### src/rtl/muldiv_pkg.sv
// Shared M-extension decode constants, op encoding and FSM states
// for the iterative multiply/divide unit.
package muldiv_pkg;

    localparam logic [6:0] FUNCT7_MULDIV = 7'b0000001;
    localparam logic [1:0] ALUOP_RTYPE   = 2'b10;

    typedef enum logic [2:0] {
        OP_MUL    = 3'b000,
        OP_MULH   = 3'b001,
        OP_MULHSU = 3'b010,
        OP_MULHU  = 3'b011,
        OP_DIV    = 3'b100,
        OP_DIVU   = 3'b101,
        OP_REM    = 3'b110,
        OP_REMU   = 3'b111
    } muldiv_op_e;

    typedef enum logic [1:0] {
        IDLE,
        CALC,
        DONE
    } muldiv_state_e;

    // Funct3[2] separates the divide/remainder group from the multiplies.
    function automatic logic is_div(input muldiv_op_e op);
        return op[2];
    endfunction

endpackage

### src/rtl/muldiv_if.sv
// EX-stage request/response bundle between the datapath (master)
// and the multiply/divide unit (slave).
interface muldiv_if #(parameter int XLEN = 32);

    logic            valid_i;
    logic [1:0]      ALUOp;
    logic [6:0]      Funct7;
    logic [2:0]      Funct3;
    logic [XLEN-1:0] SrcA;
    logic [XLEN-1:0] SrcB;
    logic            flush_i;
    logic            is_muldiv_o;
    logic            ready_o;
    logic            busy_o;
    logic            done_o;
    logic [XLEN-1:0] result_o;

    modport master (
        output valid_i, ALUOp, Funct7, Funct3, SrcA, SrcB, flush_i,
        input  is_muldiv_o, ready_o, busy_o, done_o, result_o
    );

    modport slave (
        input  valid_i, ALUOp, Funct7, Funct3, SrcA, SrcB, flush_i,
        output is_muldiv_o, ready_o, busy_o, done_o, result_o
    );

endinterface

### src/rtl/muldiv_decode.sv
// Combinational decode of the M-extension fields: op, operand signedness
// and the divide-by-zero / signed-overflow shortcuts.
module muldiv_decode
    import muldiv_pkg::*;
#(
    parameter int XLEN = 32
) (
    input  logic [1:0]      alu_op,
    input  logic [6:0]      funct7,
    input  logic [2:0]      funct3,
    input  logic [XLEN-1:0] src_a,
    input  logic [XLEN-1:0] src_b,
    output logic            is_muldiv,
    output muldiv_op_e      op,
    output logic            signed_a,
    output logic            signed_b,
    output logic            div0,
    output logic            ovf
);

    localparam logic [XLEN-1:0] MIN_INT = {1'b1, {(XLEN-1){1'b0}}};

    always_comb begin
        is_muldiv = (alu_op == ALUOP_RTYPE) && (funct7 == FUNCT7_MULDIV);
        op        = muldiv_op_e'(funct3);
        signed_a  = (op == OP_MULH) || (op == OP_MULHSU) || (op == OP_DIV) || (op == OP_REM);
        signed_b  = (op == OP_MULH) || (op == OP_DIV) || (op == OP_REM);
        div0      = is_div(op) && (src_b == '0);
        // Only the signed divide group can overflow: MIN_INT / -1.
        ovf       = is_div(op) && signed_b && (src_a == MIN_INT) && (src_b == '1);
    end

endmodule

### src/rtl/muldiv_unit.sv
// Iterative RV32M/RV64M multiply/divide unit: one bit per cycle over a
// 2*XLEN accumulator, with a one-cycle done pulse and registered result.
module muldiv_unit
    import muldiv_pkg::*;
#(
    parameter int XLEN = 32
) (
    input  logic     clk,
    input  logic     reset_n,
    muldiv_if.slave  bus
);

    localparam int CNT_W = $clog2(XLEN) + 1;

    muldiv_state_e     state_q, state_d;
    muldiv_op_e        op_q, op_d;
    logic [CNT_W-1:0]  cnt_q, cnt_d;
    logic [XLEN-1:0]   opnd_q, opnd_d;
    logic [2*XLEN-1:0] acc_q, acc_d;
    logic              neg_p_q, neg_p_d;
    logic              neg_r_q, neg_r_d;
    logic [XLEN-1:0]   result_q, result_d;
    logic              done_q, done_d;

    logic              dec_is_muldiv, dec_signed_a, dec_signed_b, dec_div0, dec_ovf;
    muldiv_op_e        dec_op;

    logic              a_neg, b_neg, accept;
    logic [XLEN-1:0]   a_mag, b_mag, special_res;
    logic [XLEN:0]     add_sum, rem_sh;
    logic              fits;
    logic [XLEN-1:0]   rem_new;
    logic [2*XLEN-1:0] step, prod;
    logic [XLEN-1:0]   quo, rem, final_res;

    muldiv_decode #(.XLEN(XLEN)) u_decode (
        .alu_op    (bus.ALUOp),
        .funct7    (bus.Funct7),
        .funct3    (bus.Funct3),
        .src_a     (bus.SrcA),
        .src_b     (bus.SrcB),
        .is_muldiv (dec_is_muldiv),
        .op        (dec_op),
        .signed_a  (dec_signed_a),
        .signed_b  (dec_signed_b),
        .div0      (dec_div0),
        .ovf       (dec_ovf)
    );

    // Operand magnitudes, one iteration step and the sign-corrected result.
    always_comb begin
        a_neg  = dec_signed_a && bus.SrcA[XLEN-1];
        b_neg  = dec_signed_b && bus.SrcB[XLEN-1];
        a_mag  = a_neg ? -bus.SrcA : bus.SrcA;
        b_mag  = b_neg ? -bus.SrcB : bus.SrcB;
        accept = (state_q == IDLE) && bus.valid_i && dec_is_muldiv && !bus.flush_i;

        if (dec_op[1]) special_res = dec_div0 ? bus.SrcA : '0;
        else           special_res = dec_div0 ? '1 : bus.SrcA;

        add_sum = {1'b0, acc_q[2*XLEN-1:XLEN]} + (acc_q[0] ? {1'b0, opnd_q} : '0);
        rem_sh  = acc_q[2*XLEN-1:XLEN-1];
        fits    = rem_sh >= {1'b0, opnd_q};
        // The difference is always below the divisor, so XLEN bits suffice.
        rem_new = fits ? (rem_sh[XLEN-1:0] - opnd_q) : rem_sh[XLEN-1:0];

        if (is_div(op_q)) step = {rem_new, acc_q[XLEN-2:0], fits};
        else              step = {add_sum, acc_q[XLEN-1:1]};

        prod = neg_p_q ? -step : step;
        quo  = neg_p_q ? -step[XLEN-1:0] : step[XLEN-1:0];
        rem  = neg_r_q ? -step[2*XLEN-1:XLEN] : step[2*XLEN-1:XLEN];

        case (op_q)
            OP_MUL:                        final_res = prod[XLEN-1:0];
            OP_MULH, OP_MULHSU, OP_MULHU:  final_res = prod[2*XLEN-1:XLEN];
            OP_DIV, OP_DIVU:               final_res = quo;
            default:                       final_res = rem;
        endcase
    end

    // Next-state logic; done_d and result_d are loaded on entry to DONE.
    always_comb begin
        state_d  = state_q;
        op_d     = op_q;
        cnt_d    = cnt_q;
        opnd_d   = opnd_q;
        acc_d    = acc_q;
        neg_p_d  = neg_p_q;
        neg_r_d  = neg_r_q;
        result_d = result_q;
        done_d   = 1'b0;

        case (state_q)
            IDLE: begin
                if (accept) begin
                    op_d    = dec_op;
                    neg_p_d = a_neg ^ b_neg;
                    neg_r_d = a_neg;
                    if (dec_div0 || dec_ovf) begin
                        state_d  = DONE;
                        result_d = special_res;
                        done_d   = 1'b1;
                    end else begin
                        state_d = CALC;
                        cnt_d   = CNT_W'(XLEN);
                        opnd_d  = is_div(dec_op) ? b_mag : a_mag;
                        acc_d   = {{XLEN{1'b0}}, (is_div(dec_op) ? a_mag : b_mag)};
                    end
                end
            end
            CALC: begin
                if (bus.flush_i) begin
                    state_d = IDLE;
                end else begin
                    acc_d = step;
                    cnt_d = cnt_q - CNT_W'(1);
                    if (cnt_q == CNT_W'(1)) begin
                        state_d  = DONE;
                        result_d = final_res;
                        done_d   = 1'b1;
                    end
                end
            end
            default: begin
                state_d = IDLE;
            end
        endcase
    end

    always_ff @(posedge clk or negedge reset_n) begin
        if (!reset_n) begin
            state_q  <= IDLE;
            op_q     <= OP_MUL;
            cnt_q    <= '0;
            opnd_q   <= '0;
            acc_q    <= '0;
            neg_p_q  <= 1'b0;
            neg_r_q  <= 1'b0;
            result_q <= '0;
            done_q   <= 1'b0;
        end else begin
            state_q  <= state_d;
            op_q     <= op_d;
            cnt_q    <= cnt_d;
            opnd_q   <= opnd_d;
            acc_q    <= acc_d;
            neg_p_q  <= neg_p_d;
            neg_r_q  <= neg_r_d;
            result_q <= result_d;
            done_q   <= done_d;
        end
    end

    assign bus.is_muldiv_o = dec_is_muldiv;
    assign bus.ready_o     = (state_q == IDLE);
    assign bus.busy_o      = (state_q != IDLE) && !done_q;
    assign bus.done_o      = done_q;
    assign bus.result_o    = result_q;

endmodule

### src/flat_wrapper.sv
// flat-port wrapper written by rule: the top's interface ports become plain ports
module muldiv_unit_flat import muldiv_pkg::*;
#(
    parameter int XLEN = 32
)
  (clk, reset_n, bus_valid_i, bus_ALUOp, bus_Funct7, bus_Funct3, bus_SrcA, bus_SrcB, bus_flush_i, bus_is_muldiv_o, bus_ready_o, bus_busy_o, bus_done_o, bus_result_o);
  muldiv_if #(.XLEN(XLEN)) bus_i ();
  input  logic clk;
  input  logic reset_n;
  input wire logic [$bits(bus_i.valid_i)-1:0] bus_valid_i;
  input wire logic [$bits(bus_i.ALUOp)-1:0] bus_ALUOp;
  input wire logic [$bits(bus_i.Funct7)-1:0] bus_Funct7;
  input wire logic [$bits(bus_i.Funct3)-1:0] bus_Funct3;
  input wire logic [$bits(bus_i.SrcA)-1:0] bus_SrcA;
  input wire logic [$bits(bus_i.SrcB)-1:0] bus_SrcB;
  input wire logic [$bits(bus_i.flush_i)-1:0] bus_flush_i;
  output wire logic [$bits(bus_i.is_muldiv_o)-1:0] bus_is_muldiv_o;
  output wire logic [$bits(bus_i.ready_o)-1:0] bus_ready_o;
  output wire logic [$bits(bus_i.busy_o)-1:0] bus_busy_o;
  output wire logic [$bits(bus_i.done_o)-1:0] bus_done_o;
  output wire logic [$bits(bus_i.result_o)-1:0] bus_result_o;
  assign bus_i.valid_i = bus_valid_i;
  assign bus_i.ALUOp = bus_ALUOp;
  assign bus_i.Funct7 = bus_Funct7;
  assign bus_i.Funct3 = bus_Funct3;
  assign bus_i.SrcA = bus_SrcA;
  assign bus_i.SrcB = bus_SrcB;
  assign bus_i.flush_i = bus_flush_i;
  assign bus_is_muldiv_o = bus_i.is_muldiv_o;
  assign bus_ready_o = bus_i.ready_o;
  assign bus_busy_o = bus_i.busy_o;
  assign bus_done_o = bus_i.done_o;
  assign bus_result_o = bus_i.result_o;
  muldiv_unit #(.XLEN(XLEN)) u_core (.clk(clk), .reset_n(reset_n), .bus(bus_i));
endmodule
### config.mk
export PLATFORM = sky130hd
export DESIGN_NAME = muldiv_unit_flat
export DESIGN_NICKNAME = d
export VERILOG_FILES = /design/src/rtl/muldiv_pkg.sv /design/src/rtl/muldiv_if.sv /design/src/rtl/muldiv_decode.sv /design/src/rtl/muldiv_unit.sv /design/src/flat_wrapper.sv
export SDC_FILE = /design/constraint.sdc
export NUM_CORES = 1
export LEC_CHECK = 0
export CAP_MARGIN = 25
export CORE_MARGIN = 2
export CORE_UTILIZATION = 30
export DETAILED_ROUTE_END_ITERATION = 16
export SYNTH_ARGS = -nofsm -noshare
export SYNTH_HDL_FRONTEND = slang
export SYNTH_SLANG_ARGS = --single-unit
### constraint.sdc
create_clock -name clk -period 5.41 [get_ports clk]
set_input_delay 0.541 -clock clk [delete_from_list [all_inputs] [get_ports clk]]
set_output_delay 0.541 -clock clk [all_outputs]
set_load 0.01 [all_outputs]
==> flow_summary.yaml <==
pwr:
  internal-power_mw: 2.31
  p_seq_frac: 0.307
  ir_worst_vdd_mv: 0.215
  combPwrFrac: 0.326
  p_leak_nw: 8.03
  power_switching_mw: 1.29
  p_per_area_nw_per_um2: 183
  power_mw: 3.60
  p_clk_frac: 0.367
  switching_share: 0.359
timing:
  worst_pin_slew_ns: 1.03
  hold_viol: 0
  relSlewSlack: 0.305
  drv_slew: 0
  period_minus_slack_ns: 5.08
  clock_skew_ns: 0.0125
  max_freq_mhz: 197
  worst_slack_ns: 0.333
  holdWs_ns: 0.125
  fin_setup_tns_ns: 0
  setup_viol: 0
  timing.final.crit_share: 0.938
flow_run:
  maxCapViolCount: 0
cts:
  cts_sinks: 142
  clockRootBuffer: "clkbuf_16"
  tritoncts: "yes"
  cts.clk_slew.worst_paths_ns: 0.06
  htree_levels: 4
  cts_made_buffers: 17
  clockBufferDepth: 2
  clock_latency_ns: 0.46
route:
  vias: 18600
  route.met2.wl_um: 32600
  avgViaCountPerCell: 5.86
  drc_errors: 0
  wl_per_cell_um: 23.4
  wl_um: 74400
  met1_length_um: 31800
  wl_met3_um: 6350
  drtIter0Drc: 2055
  drt-pass1-iter-count: 5
  final_antenna_net_count: 0
  dr.max_layer_used: "met5"
final_layout:
  stdcell_count: 3180
  area_delta_synth_final_pct: 16.6
  drive_above_1_share: 0.0810
  num-nets-final: 2574
  num_antenna_cells: 0
global_route:
  track_usage: 0.252
  grt_pass1_vias: 17400
  grt_pass1_wl_um: 110000
  grt_max_degree: 72
  antenna_found_initial: 3
  grt.overflow.total: 0
critical_path:
  critical_path_class: "reg2reg"
  timing.rr.end: "u_core.bus.result_o[12]"
  cp-start-kind: "flip-flop"
  cp.required_ns: 5.70
  critPathArrivalTime_ns: 5.37
  worstSetupStartpoint: "u_core.acc_q[49]"
  end_kind: "flip-flop"
  cp-endpoint: "u_core.bus.result_o[12]"
  reg2reg_from: "u_core.acc_q[49]"
  critical_path_peak_fanout: 7
  ff2ff_path_depth: 16
  rrSetupSlack_ns: 0.33
synth:
  synth.distinct_cells: 109
  syn_inst: 2350
  synthTopCellsByArea: "dfrtp_1, nand2_1, o21ai_0"
  synth_top_area_frac: 0.211
  syn_area_um2: 16800
  ys_seq_area_frac: 0.211
  synth_edf_count: 0
  synthesis.nets: 2503
  ys_ff_latch: 142
  ys.warnings.count: 0
  syn_area_per_cell_um2: 7.16
  ys_async_sr_fraction: 1.00
  synth_largest_area_cell: "dfrtp_1"
  synth_ff_type: "dfrtp_1"
die:
  rows: 86
  dieHeight_um: 241
  start_util: 0.304
  ios: 116
  die_x_um: 241
  core-area_um2: 55300
  dieArea_um2: 58000
placed_design:
  place.gp.congestion: 1.06
  dpl.cell_count: 3149
  io_buffers: 115
  dp_hpwl_um: 58800
  dpl_worst_slack_ns: 0.335
worst_hold_path:
  hold_class: "in2async"
outcome:
  status: "finished clean"
[synth_stat cells, types with 10 or more instances]
cell type,instances
nand2_1,315
nor2_1,229
o21ai_0,228
a21oi_1,223
dfrtp_1,142
clkbuf_1,105
xnor2_1,83
inv_1,75
ha_1,71
xor2_1,66
nor3_1,51
mux2i_1,48
and2_1,47
nand4_1,42
nand3_1,38
o211ai_1,36
a31oi_1,35
a21o_1,30
o31ai_1,30
nand2b_1,28
or3_1,28
a211oi_1,25
buf_2,21
nor4_1,21
a22o_1,19
o21a_1,19
and3_1,14
o21ai_1,14
o41ai_1,13
nor2b_1,12
or2_2,12
or4_1,11
a311oi_1,10
o221ai_1,10
[layout make-up]
class	instances	area, µm²
Tap cell	748	936
Fill cell	5947	35700
Sequential cell	142	3560
Clock buffer	19	433
Timing Repair Buffer	196	1790
Inverter	76	285
Clock inverter	11	191
Multi-Input combinational cell	1988	12400
[worst max-delay path, stage by stage, from the launching register on]
cell and delay [ns]:
dfrtp_1 0.42, ha_1 0.40, a21oi_1 0.29, o21ai_2 0.16, a2111oi_4 0.52, and3_2 0.38
a31o_2 0.20, ha_1 0.19, o21ai_0 0.14, or3_1 0.43, nor4_2 0.45, nand2_1 0.25
o21ai_0 0.28, xnor2_1 0.10, a221oi_1 0.44, buf_4 0.20, a311oi_1 0.05
[stage by stage]
step / utilization / instance area, µm²
final: 0.355 / 19600
after global routing: 0.355 / 19600
after CTS: 0.354 / 19600
after detailed placement: 0.343 / 19000
after global placement: 0.343 / 19000
after floorplan: - / 16800
[cell usage in the layout, fill, tap and decap left out, types with 48 or more instances in the layout]
master           instances
dfrtp_1                141
a21oi_1                221
nor3_1                  51
nor2_1                 228
xor2_1                  66
ha_1                    71
mux2i_1                 48
buf_4                   78
xnor2_1                 83
clkdlybuf4s50_1        113
nand2_1                315
o21ai_0                228
inv_1                   75
[worst min path at each step]
stage	start	endpoint	slack, ns
2_1_floorplan	reset_n	u_core.acc_q[0]	0.25
3_3_place_gp	u_core.bus.result_o[2]	u_core.bus.result_o[2]	0.46
3_5_place_dp	u_core.bus.result_o[2]	u_core.bus.result_o[2]	0.47
4_1_cts	reset_n	u_core.opnd_q[29]	0.16
5_1_grt	reset_n	u_core.opnd_q[29]	0.18
6_report	reset_n	u_core.cnt_q[1]	0.12
[logic make-up after synthesis]
logic type	synth area share
buf+inv	0.0538
xor+xnor	0.0776
compound gates	0.302
flops	0.211
fa+ha+maj	0.0558
simple gates	0.264
mux	0.0359
[per-layer routing]
layer | up-vias | global-route usage
li1 | 8697 | -
met1 | 8955 | 0.334
met2 | 815 | 0.392
met3 | 163 | 0.0560
met4 | 2 | 0.110
met5 | - | 0
[state kept, by name, summed over array words and instances, names as in the netlist]
signal and flops:
u_core.bus.done_o 1, u_core.cnt_q 6, u_core.opnd_q 32, u_core.neg_r_q 1, u_core.acc_q 64, u_core.neg_p_q 1, u_core.op_q 3, u_core.state_q 2
u_core.bus.result_o 32
[what timing repair did]
item,4_1_cts,5_1_grt
gates resized for setup,0,5
hold buffers,0,0
endpoints found under the setup margin,0,10
setup buffers,0,0
[power groups by stage]
stage                     Clock [mW]  Sequential [mW]  Combinational, mW
after floorplan                    0             1.12              0.686
after global placement             0             1.12               1.12
after detailed placement           0             1.12               1.13
after CTS                       1.33             1.10               1.14
after global routing            1.38             1.11               1.25
final                           1.32             1.10               1.17
Note: power is estimated with default switching activity, not from simulation.
